===== config.mk =====
export PLATFORM = sky130hd
export DESIGN_NAME = median_filter_engine
export DESIGN_NICKNAME = d
export VERILOG_FILES = /design/src/rtl/mf_pkg.sv /design/src/rtl/median9.sv /design/src/rtl/median_filter_engine.sv
export SDC_FILE = /design/constraint.sdc
export NUM_CORES = 2
export LEC_CHECK = 0
export BUFFER_PORTS_ARGS = -buffer_cell sky130_fd_sc_hd__buf_2
export CORE_ASPECT_RATIO = 1.1
export CORE_UTILIZATION = 63
export DETAILED_ROUTE_END_ITERATION = 10
export HOLD_SLACK_MARGIN = 0.03
export PLACE_DENSITY = 0.81
export SLEW_MARGIN = 20
export SYNTH_ARGS = -nofsm -noshare
export SYNTH_HDL_FRONTEND = slang
export SYNTH_HIERARCHICAL = 1
export SYNTH_SLANG_ARGS = --single-unit

===== constraint.sdc =====
create_clock -name Mf_Clk -period 19.4 [get_ports Mf_Clk]
set_input_delay 3.88 -clock Mf_Clk [delete_from_list [all_inputs] [get_ports Mf_Clk]]
set_output_delay 3.88 -clock Mf_Clk [all_outputs]
set_load 0.01 [all_outputs]

===== src/rtl/mf_pkg.sv =====
// mf_pkg: state encoding, window geometry and offset helpers shared by the median filter engine.
package mf_pkg;
    localparam int BYTES_PER_PIXEL = 3;
    localparam int CHANNEL_WIDTH = 8;
    localparam int WINDOW_SIZE = 9;

    typedef enum logic [2:0] {IDLE, FETCH, CAPTURE, COMPUTE, WRITE, DONE} mf_state_t;

    function automatic logic [1:0] win_row(input logic [3:0] k);
        return (k >= 4'd6) ? 2'd2 : (k >= 4'd3) ? 2'd1 : 2'd0;
    endfunction

    function automatic logic [1:0] win_col(input logic [3:0] k);
        return 2'(k - 4'd3 * 4'(win_row(k)));
    endfunction
endpackage


===== src/rtl/median9.sv =====
// median9: combinational 9-input median of 8-bit values using the 19-exchange pruned sorting network.
module median9
    import mf_pkg::*;
(
    input  logic [WINDOW_SIZE-1:0][CHANNEL_WIDTH-1:0] i_pix,
    output logic [CHANNEL_WIDTH-1:0]                  o_med
);
    // Each pair leaves the smaller value in LO; only the exchanges that affect slot 4 are kept.
    localparam logic [3:0] LO [19] = '{4'd1, 4'd4, 4'd7, 4'd0, 4'd3, 4'd6, 4'd1, 4'd4, 4'd7, 4'd0,
                                       4'd5, 4'd4, 4'd3, 4'd1, 4'd2, 4'd4, 4'd4, 4'd6, 4'd4};
    localparam logic [3:0] HI [19] = '{4'd2, 4'd5, 4'd8, 4'd1, 4'd4, 4'd7, 4'd2, 4'd5, 4'd8, 4'd3,
                                       4'd8, 4'd7, 4'd6, 4'd4, 4'd5, 4'd7, 4'd2, 4'd4, 4'd2};

    logic [WINDOW_SIZE-1:0][CHANNEL_WIDTH-1:0] w_p;

    always_comb begin
        w_p = i_pix;
        for (int i = 0; i < 19; i++)
            if (w_p[LO[i]] > w_p[HI[i]]) {w_p[LO[i]], w_p[HI[i]]} = {w_p[HI[i]], w_p[LO[i]]};
    end

    assign o_med = w_p[4];
endmodule


===== src/rtl/median_filter_engine.sv =====
// median_filter_engine: 3x3 per-channel median filter over a memory-resident RGB image;
// border pixels (and every pixel of images narrower or shorter than 3) are copied unchanged.
module median_filter_engine
    import mf_pkg::*;
#(
    parameter int              IMG_WIDTH  = 640,
    parameter int              IMG_HEIGHT = 480,
    parameter longint unsigned SRC_BASE   = 0,
    parameter longint unsigned DST_BASE   = 2097152,
    parameter int              BUS_WIDTH  = 32,
    parameter int              DATA_WIDTH = 24
) (
    input  logic                  Mf_Clk,
    input  logic                  Mf_Reset_n,
    input  logic                  Mf_Start,
    output logic                  Mf_Busy,
    output logic                  Mf_Done,
    output logic                  Mf_Mem_Read_Enable,
    output logic [BUS_WIDTH-1:0]  Mf_Mem_Read_Address,
    input  logic [DATA_WIDTH-1:0] Mf_Mem_Read_Data,
    output logic                  Mf_Mem_Write_Enable,
    output logic [BUS_WIDTH-1:0]  Mf_Mem_Write_Address,
    output logic [DATA_WIDTH-1:0] Mf_Mem_Write_Data
);
    localparam int RW = $clog2(IMG_HEIGHT) + 1;
    localparam int CW = $clog2(IMG_WIDTH) + 1;
    localparam bit SMALL = (IMG_WIDTH < 3) || (IMG_HEIGHT < 3);

    mf_state_t             r_state, w_next;
    logic [RW-1:0]         r_row;
    logic [CW-1:0]         r_col;
    logic [3:0]            r_k, r_cap_k;
    logic                  r_cap_v;
    logic [DATA_WIDTH-1:0] r_win [WINDOW_SIZE];
    logic [DATA_WIDTH-1:0] r_med, w_med;
    logic                  w_interior, w_last_k, w_last_col, w_last_pix;
    logic [63:0]           w_rd_row, w_rd_col;
    logic [2:0][WINDOW_SIZE-1:0][CHANNEL_WIDTH-1:0] w_chan;

    function automatic logic [BUS_WIDTH-1:0] pix_addr(input logic [63:0] base, input logic [63:0] row,
                                                      input logic [63:0] col);
        return BUS_WIDTH'(base + (row * 64'(IMG_WIDTH) + col) * 64'(BYTES_PER_PIXEL));
    endfunction

    assign w_interior = !SMALL && r_row != '0 && r_col != '0 &&
                        int'(r_row) < IMG_HEIGHT - 1 && int'(r_col) < IMG_WIDTH - 1;
    assign w_last_k   = w_interior ? (r_k == 4'd8) : 1'b1;
    assign w_last_col = int'(r_col) == IMG_WIDTH - 1;
    assign w_last_pix = w_last_col && int'(r_row) == IMG_HEIGHT - 1;
    // Border pixels fetch only their centre, i.e. window offset (1,1).
    assign w_rd_row   = 64'(r_row) + 64'(w_interior ? win_row(r_k) : 2'd1) - 64'd1;
    assign w_rd_col   = 64'(r_col) + 64'(w_interior ? win_col(r_k) : 2'd1) - 64'd1;

    always_comb begin
        for (int c = 0; c < 3; c++)
            for (int i = 0; i < WINDOW_SIZE; i++)
                w_chan[c][i] = r_win[i][c*CHANNEL_WIDTH +: CHANNEL_WIDTH];
    end

    for (genvar g = 0; g < 3; g++) begin : g_med
        median9 u_median9 (
            .i_pix (w_chan[g]),
            .o_med (w_med[g*CHANNEL_WIDTH +: CHANNEL_WIDTH])
        );
    end

    always_comb begin
        w_next = r_state;
        case (r_state)
            IDLE:    w_next = Mf_Start ? FETCH : IDLE;
            FETCH:   w_next = w_last_k ? CAPTURE : FETCH;
            CAPTURE: w_next = w_interior ? COMPUTE : WRITE;
            COMPUTE: w_next = WRITE;
            WRITE:   w_next = w_last_pix ? DONE : FETCH;
            DONE:    w_next = IDLE;
            default: w_next = IDLE;
        endcase
    end

    always_ff @(posedge Mf_Clk or negedge Mf_Reset_n) begin
        if (!Mf_Reset_n) begin
            r_state <= IDLE;
            r_row   <= '0;
            r_col   <= '0;
            r_k     <= '0;
            r_cap_k <= '0;
            r_cap_v <= 1'b0;
            r_med   <= '0;
            for (int i = 0; i < WINDOW_SIZE; i++) r_win[i] <= '0;
        end else begin
            r_state <= w_next;
            r_cap_v <= r_state == FETCH;
            r_cap_k <= r_k;
            if (r_cap_v) r_win[r_cap_k] <= Mf_Mem_Read_Data;
            if (r_state == IDLE && Mf_Start) begin
                r_row <= '0;
                r_col <= '0;
            end
            if (r_state == FETCH) r_k <= w_last_k ? 4'd0 : r_k + 4'd1;
            if (r_state == COMPUTE) r_med <= w_med;
            if (r_state == WRITE && !w_last_pix) begin
                r_col <= w_last_col ? '0 : r_col + 1'b1;
                if (w_last_col) r_row <= r_row + 1'b1;
            end
        end
    end

    assign Mf_Busy              = r_state != IDLE && r_state != DONE;
    assign Mf_Done              = r_state == DONE;
    assign Mf_Mem_Read_Enable   = r_state == FETCH;
    assign Mf_Mem_Read_Address  = Mf_Mem_Read_Enable ? pix_addr(SRC_BASE, w_rd_row, w_rd_col) : '0;
    assign Mf_Mem_Write_Enable  = r_state == WRITE;
    assign Mf_Mem_Write_Address = Mf_Mem_Write_Enable ? pix_addr(DST_BASE, 64'(r_row), 64'(r_col)) : '0;
    assign Mf_Mem_Write_Data    = Mf_Mem_Write_Enable ? (w_interior ? r_med : r_win[0]) : '0;
endmodule


# == Word level (Yosys, flattened, before mapping) ==
# Cells that the tools add are included.
# classes
add_sub_neg,11
multipliers,5
order_cmp,63
n_eq_ne,9
n_mux,87
bitwise_logic,1
reduce_logical,14
# ops
cell,count
8-bit > comparator,57
16-bit two-way mux,27
8-bit two-way mux,36
216-bit bitwise mux,1
24-bit demux with 4-bit select,1
24-bit two-way mux,4
64-bit adder,1
64-bit by 2-bit multiplier with 32-bit output (second input constant),1
64-bit by 3-bit multiplier with 57-bit output (second input constant),1
11-bit two-way mux,3
32-bit two-way mux,1
10-bit two-way mux,3
22-bit by 23-bit adder with 24-bit output (first input constant),1
21-bit by 2-bit multiplier with 23-bit output (second input constant),1
20-bit by 11-bit adder with 21-bit output,1
3-bit case mux with 5 select lines,1
10-bit by 3-bit multiplier with 13-bit output (second input constant),1
12-bit by 1-bit subtractor with 13-bit output (second input constant),1
11-bit by 2-bit adder with 12-bit output,1
11-bit by 1-bit subtractor with 12-bit output (second input constant),1
10-bit by 2-bit adder with 11-bit output,1
11-bit by 1-bit adder with 11-bit output (second input constant),1
11-bit equality test (second input constant),1
11-bit by 10-bit less-than comparator with 1-bit output (second input constant),1
other kinds (27),42
# totals
regBits,273
input_bits,27
word_cells,206

# == Logic depth before layout (Yosys ltp) ==
# logic_depth
word_depth,18
ltp_mapped,100

# == Cells and area by module ==
# Netlist, hierarchy kept.
# by_module_without_submodules
module,instances,cells_per_inst,area_each_um2
median_filter_engine,1,1616,17380.4
median9 (g_med[1].u_median9),1,1038,7086.8
median9 (g_med[2].u_median9),1,1004,6962.9
median9 (g_med[0].u_median9),1,1000,6837.8

# == Worst setup path before layout ==
# Ideal clock, no wire load.
# synth_timing
kind,reg2reg
from,register r_win[33] (netlist bit)
to,register r_med[11]
arrival_time_ns,16.286
t_required_ns,19.275
slack_ns,2.989
path_stages_with_launch,91
path_buffers,10
path_cell_list,dfrtp_1 ha_1 nor2b_1 o211ai_2 a21boi_2 o21ai_1 buf_6 clkbuf_1 nor2_1 a21oi_1 ha_1 a21oi_1 o21a_1 o21ai_1 and3_1 a21boi_4 clkbuf_1 nand2_1 [55 not listed] a21oi_1 o2111ai_1 o31ai_2 a21o_1 buf_4 mux2i_1 ha_1 o21a_1 o21ai_0 nand2b_1 a21oi_1 o21ai_0 o21a_1 clkbuf_1 a211oi_1 a22oi_1 o211a_1 mux2_2
# synth_via
elab_chain_cells,18
elab_cells_between_ends,26
classes_between,12 x order compare; 14 x mux
# synth_rtl
element,line_no,text
"start, declared",median_filter_engine.sv:34,logic [DATA_WIDTH-1:0] r_win [WINDOW_SIZE];
"start signal, assigned by index",median_filter_engine.sv:94,if (r_cap_v) r_win[r_cap_k] <= Mf_Mem_Read_Data;
8-bit > comparator,median9.sv:19,"if (w_p[LO[i]] > w_p[HI[i]]) {w_p[LO[i]], w_p[HI[i]]} = {w_p[HI[i]], w_p[LO[i]]};"
16-bit two-way mux (*),median9.sv:19,
8-bit > comparator,median9.sv:19,
16-bit two-way mux,median9.sv:19,
8-bit > comparator,median9.sv:19,
16-bit two-way mux,median9.sv:19,
8-bit > comparator,median9.sv:19,
8-bit two-way mux,median9.sv:19,
[3 not listed],-,
8-bit two-way mux,median9.sv:19,
8-bit > comparator,median9.sv:19,
8-bit two-way mux,median9.sv:19,
8-bit > comparator,median9.sv:19,
8-bit two-way mux,median9.sv:19,
8-bit > comparator,median9.sv:19,
8-bit two-way mux (*),median9.sv:19,
named net w_med[11],median_filter_engine.sv:35,"logic [DATA_WIDTH-1:0] r_med, w_med;"
"end signal, assigned",median_filter_engine.sv:100,if (r_state == COMPUTE) r_med <= w_med;
"end, declared",median_filter_engine.sv:35,
# Mark *: on every way through the listed nets, which the timed path passes. The rest lies on a longest branch.
# A chain may end at the register's enable or synchronous reset.

# == Final worst setup path ==
# layout_timing
from,register r_win[41] (netlist bit)
to,register r_med[19]
# Same word-level chain as after synthesis.

==> results by group <==
Clocking
  • Skew-Pair Late Insertion Delay: 580 ps
  • H-Tree Depth: 2
  • Post-CTS Hold Buffers: 0
  • Setup bufs post-CTS: 0
  • CTS tree: done
  • # resized after CTS: 0
  • Clk pin slew, worst setup/hold paths: 60 ps
  • Root Driver: clkbuf_16
  • Clk buf depth: 3
  • Clock net sink count: 273
  • TritonCTS Buffers: 35

Setup path
  • R2r startpoint: r_win[41]
  • Reg2Reg Depth: 77
  • Worst endpoint required time: 19840 ps
  • CP max-delay cell: a21oi_2
  • Cell repeated most along the worst path: o21ai_0
  • R2r endpoint: r_med[19]
  • CP max stage delay: 700 ps
  • Worst setup SP type: flop
  • Worst setup EP type: flop
  • WS Path Type: reg2reg
  • Data arrival, critical path: 18330 ps
  • Reg-to-reg setup timing slack: 1510 ps
  • Crit Path Max Fanout: 37

Synthesis
  • Post-synth top area share: 0.205
  • Most frequent cell after synthesis: ha_1
  • Ys Warns: 6
  • Top cells by count, synth: ha_1, a21oi_1, nor2_1, inv_1, nand2_1
  • Mean post-synth cell area: 8.22 µm²
  • Synth Register Bits: 273
  • Main flop type after synthesis: dfrtp_1
  • Mapped cell area: 38300 µm²
  • Post-Syn Instances: 4658
  • Post-synth ARST share: 1.00
  • Top post-synthesis cells by area: ha_1, dfrtp_1, mux2_2
  • Post-synth EDFFs: 0
  • Register area share after synthesis: 0.179
  • Cell taking the most area after synthesis: ha_1
  • Synth cell types: 134

Timing
  • Tmin final: 17890 ps
  • Final worst-path cycle share: 0.922
  • Final setup violation count: 0
  • Slew HR: 0.231
  • Worst slew pin tran: 1150 ps
  • Final hold viol count: 0
  • Setup TNS: 0 ps
  • RSZ-0062 raised after global routing: no
  • Maximum clock skew at final layout: 25.8 ps
  • Fmax: 55.9 MHz
  • Slew Viols, Final: 0

Drt
  • TritonRoute pass-1 iters: 7
  • DR vias/cell: 6.30
  • WL final: 104000 µm
  • DR WL/cell: 18.9 µm
  • 1st-iter DRT viols: 2589
  • Via count: 34600
  • # DRC: 0
  • Post-route ant nets: 0

GRT
  • Largest net degree at the start of global routing: 79
  • First-pass GRT wire length: 167000 µm
  • Total gr overflow: 0
  • Vias in the first global route: 32800
  • Initial antenna violation count: 0
  • Total track usage: 0.330

Min path
  • WHS Path Cells: 1
  • Min-delay worst type: reg2reg
  • Hold_sp: r_med[1]
  • Hold Path End: r_med[1]

Floorplanning
  • Core area: 60000 µm²
  • # IOs: 119
  • Die width: 237 µm
  • Die height: 260 µm
  • Initial Utilization: 0.638
  • Die ar.: 61700 µm²
  • Core Rows: 94

Layout
  • Fin cells: 5494
  • Antenna diode count: 0
  • Layout cells sized above 1: 0.138
  • Core Util, Final: 0.679
  • Layout Nets: 5366
  • Fill count: 5027
  • Area Overhead vs Synth: 6.46%

Outcome
  • Status: finished, final reports clean

Placement
  • Dpl hpwl: 80800 µm
  • Port Buffers: 109
  • DP Cell Count: 5431
  • GPL Wtd Cong: 0.994

Job
  • Max-cap violations: 0
[worst max-delay path by stage]
stage,start,end,slack [ps],depth (start not counted)
after global placement,r_win[105],r_med[11],1320,78
after detailed placement,r_win[105],r_med[11],890,78
after CTS,r_win[105],r_med[11],830,78
final,r_win[41],r_med[19],1510,77
after floorplan,r_win[33],r_med[11],2990,90
after global routing,r_win[17],r_med[22],20,81
[per-stage QoR]
step | area, µm² | hold slack, ps | setup WS (ps)
after global placement | 39500 | 486 | 1320
after detailed placement | 39500 | 494 | 893
after floorplan | 38300 | 352 | 2990
after global routing | 40700 | 517 | 22.7
after CTS | 40700 | 506 | 829
final | 40700 | 506 | 1510
[kinds of logic (layout without fill, tap and decap cells)]
family / Yosys count / count (layout) / share of synthesized area
flip-flops: 273 / 273 / 0.179
AND/OR/NAND/NOR: 1297 / 1297 / 0.164
buffers and inverters: 523 / 579 / 0.0543
XOR/XNOR: 107 / 107 / 0.0248
adder cells (fa/ha/maj): 639 / 639 / 0.210
multiplexers: 548 / 548 / 0.155
other: 1 / 10 / 0.0000980
AO/OA/AOI/OAI: 1270 / 1273 / 0.214
[state kept, by name, indices dropped and copies added, names as in the netlist]
| register | flops |
|---|---|
| r_col | 11 |
| r_win | 216 |
| r_cap_k | 4 |
| r_cap_v | 1 |
| r_row | 10 |
| r_state | 3 |
| r_med | 24 |
| r_k | 4 |
[worst max-delay path, delay by kind of cell, from the launching register on]
kind | cells | cell delay, ps
compound gates | 38 | 8800
simple gates | 25 | 4170
fa+ha+maj | 9 | 2710
mux | 5 | 1570
flops | 1 | 470
[metal layers]
| metal | wire [µm] | GRT usage | up-vias |
|---|---|---|---|
| li1 | - | - | 16900 |
| met1 | 44500 | 0.415 | 16400 |
| met2 | 48300 | 0.564 | 1081 |
| met3 | 6170 | 0.0390 | 253 |
| met4 | 4760 | 0.153 | 0 |
| met5 | 0 | 0 | - |
[layout make-up]
type	count	area, µm²	area share
Sequential cell	273	6830	0.168
Tap cell	768	961	0.0236
Clock buffer	43	967	0.0237
Timing Repair Buffer	149	863	0.0212
Inverter	371	1390	0.0342
Clock inverter	16	209	0.00513
Multi-Input combinational cell	3874	29500	0.724
[cell usage in the layout (no fill, tap or decap), types with 37 or more instances in the layout]
| cell | Yosys | final |
|---|---|---|
| a21o_1 | 91 | 90 |
| a21oi_1 | 402 | 402 |
| and3_1 | 38 | 38 |
| buf_2 | 5 | 108 |
| buf_4 | 14 | 39 |
| dfrtp_1 | 273 | 273 |
| ha_1 | 627 | 627 |
| inv_1 | 369 | 369 |
| mux2_2 | 277 | 277 |
| mux2i_1 | 252 | 252 |
| nand2_1 | 358 | 357 |
| nand2b_1 | 76 | 76 |
| nand3_1 | 114 | 114 |
| nand4_1 | 56 | 56 |
| nor2_1 | 400 | 396 |
| nor2b_1 | 70 | 69 |
| nor3_1 | 38 | 38 |
| o21a_1 | 88 | 88 |
| o21ai_0 | 328 | 326 |
| o21ai_1 | 39 | 39 |
| o21bai_1 | 37 | 37 |
| xnor2_1 | 66 | 66 |
| xor2_1 | 40 | 40 |
Power is not shown: default switching activity piles up to over one toggle a cycle in this logic, so the estimate is an artifact.
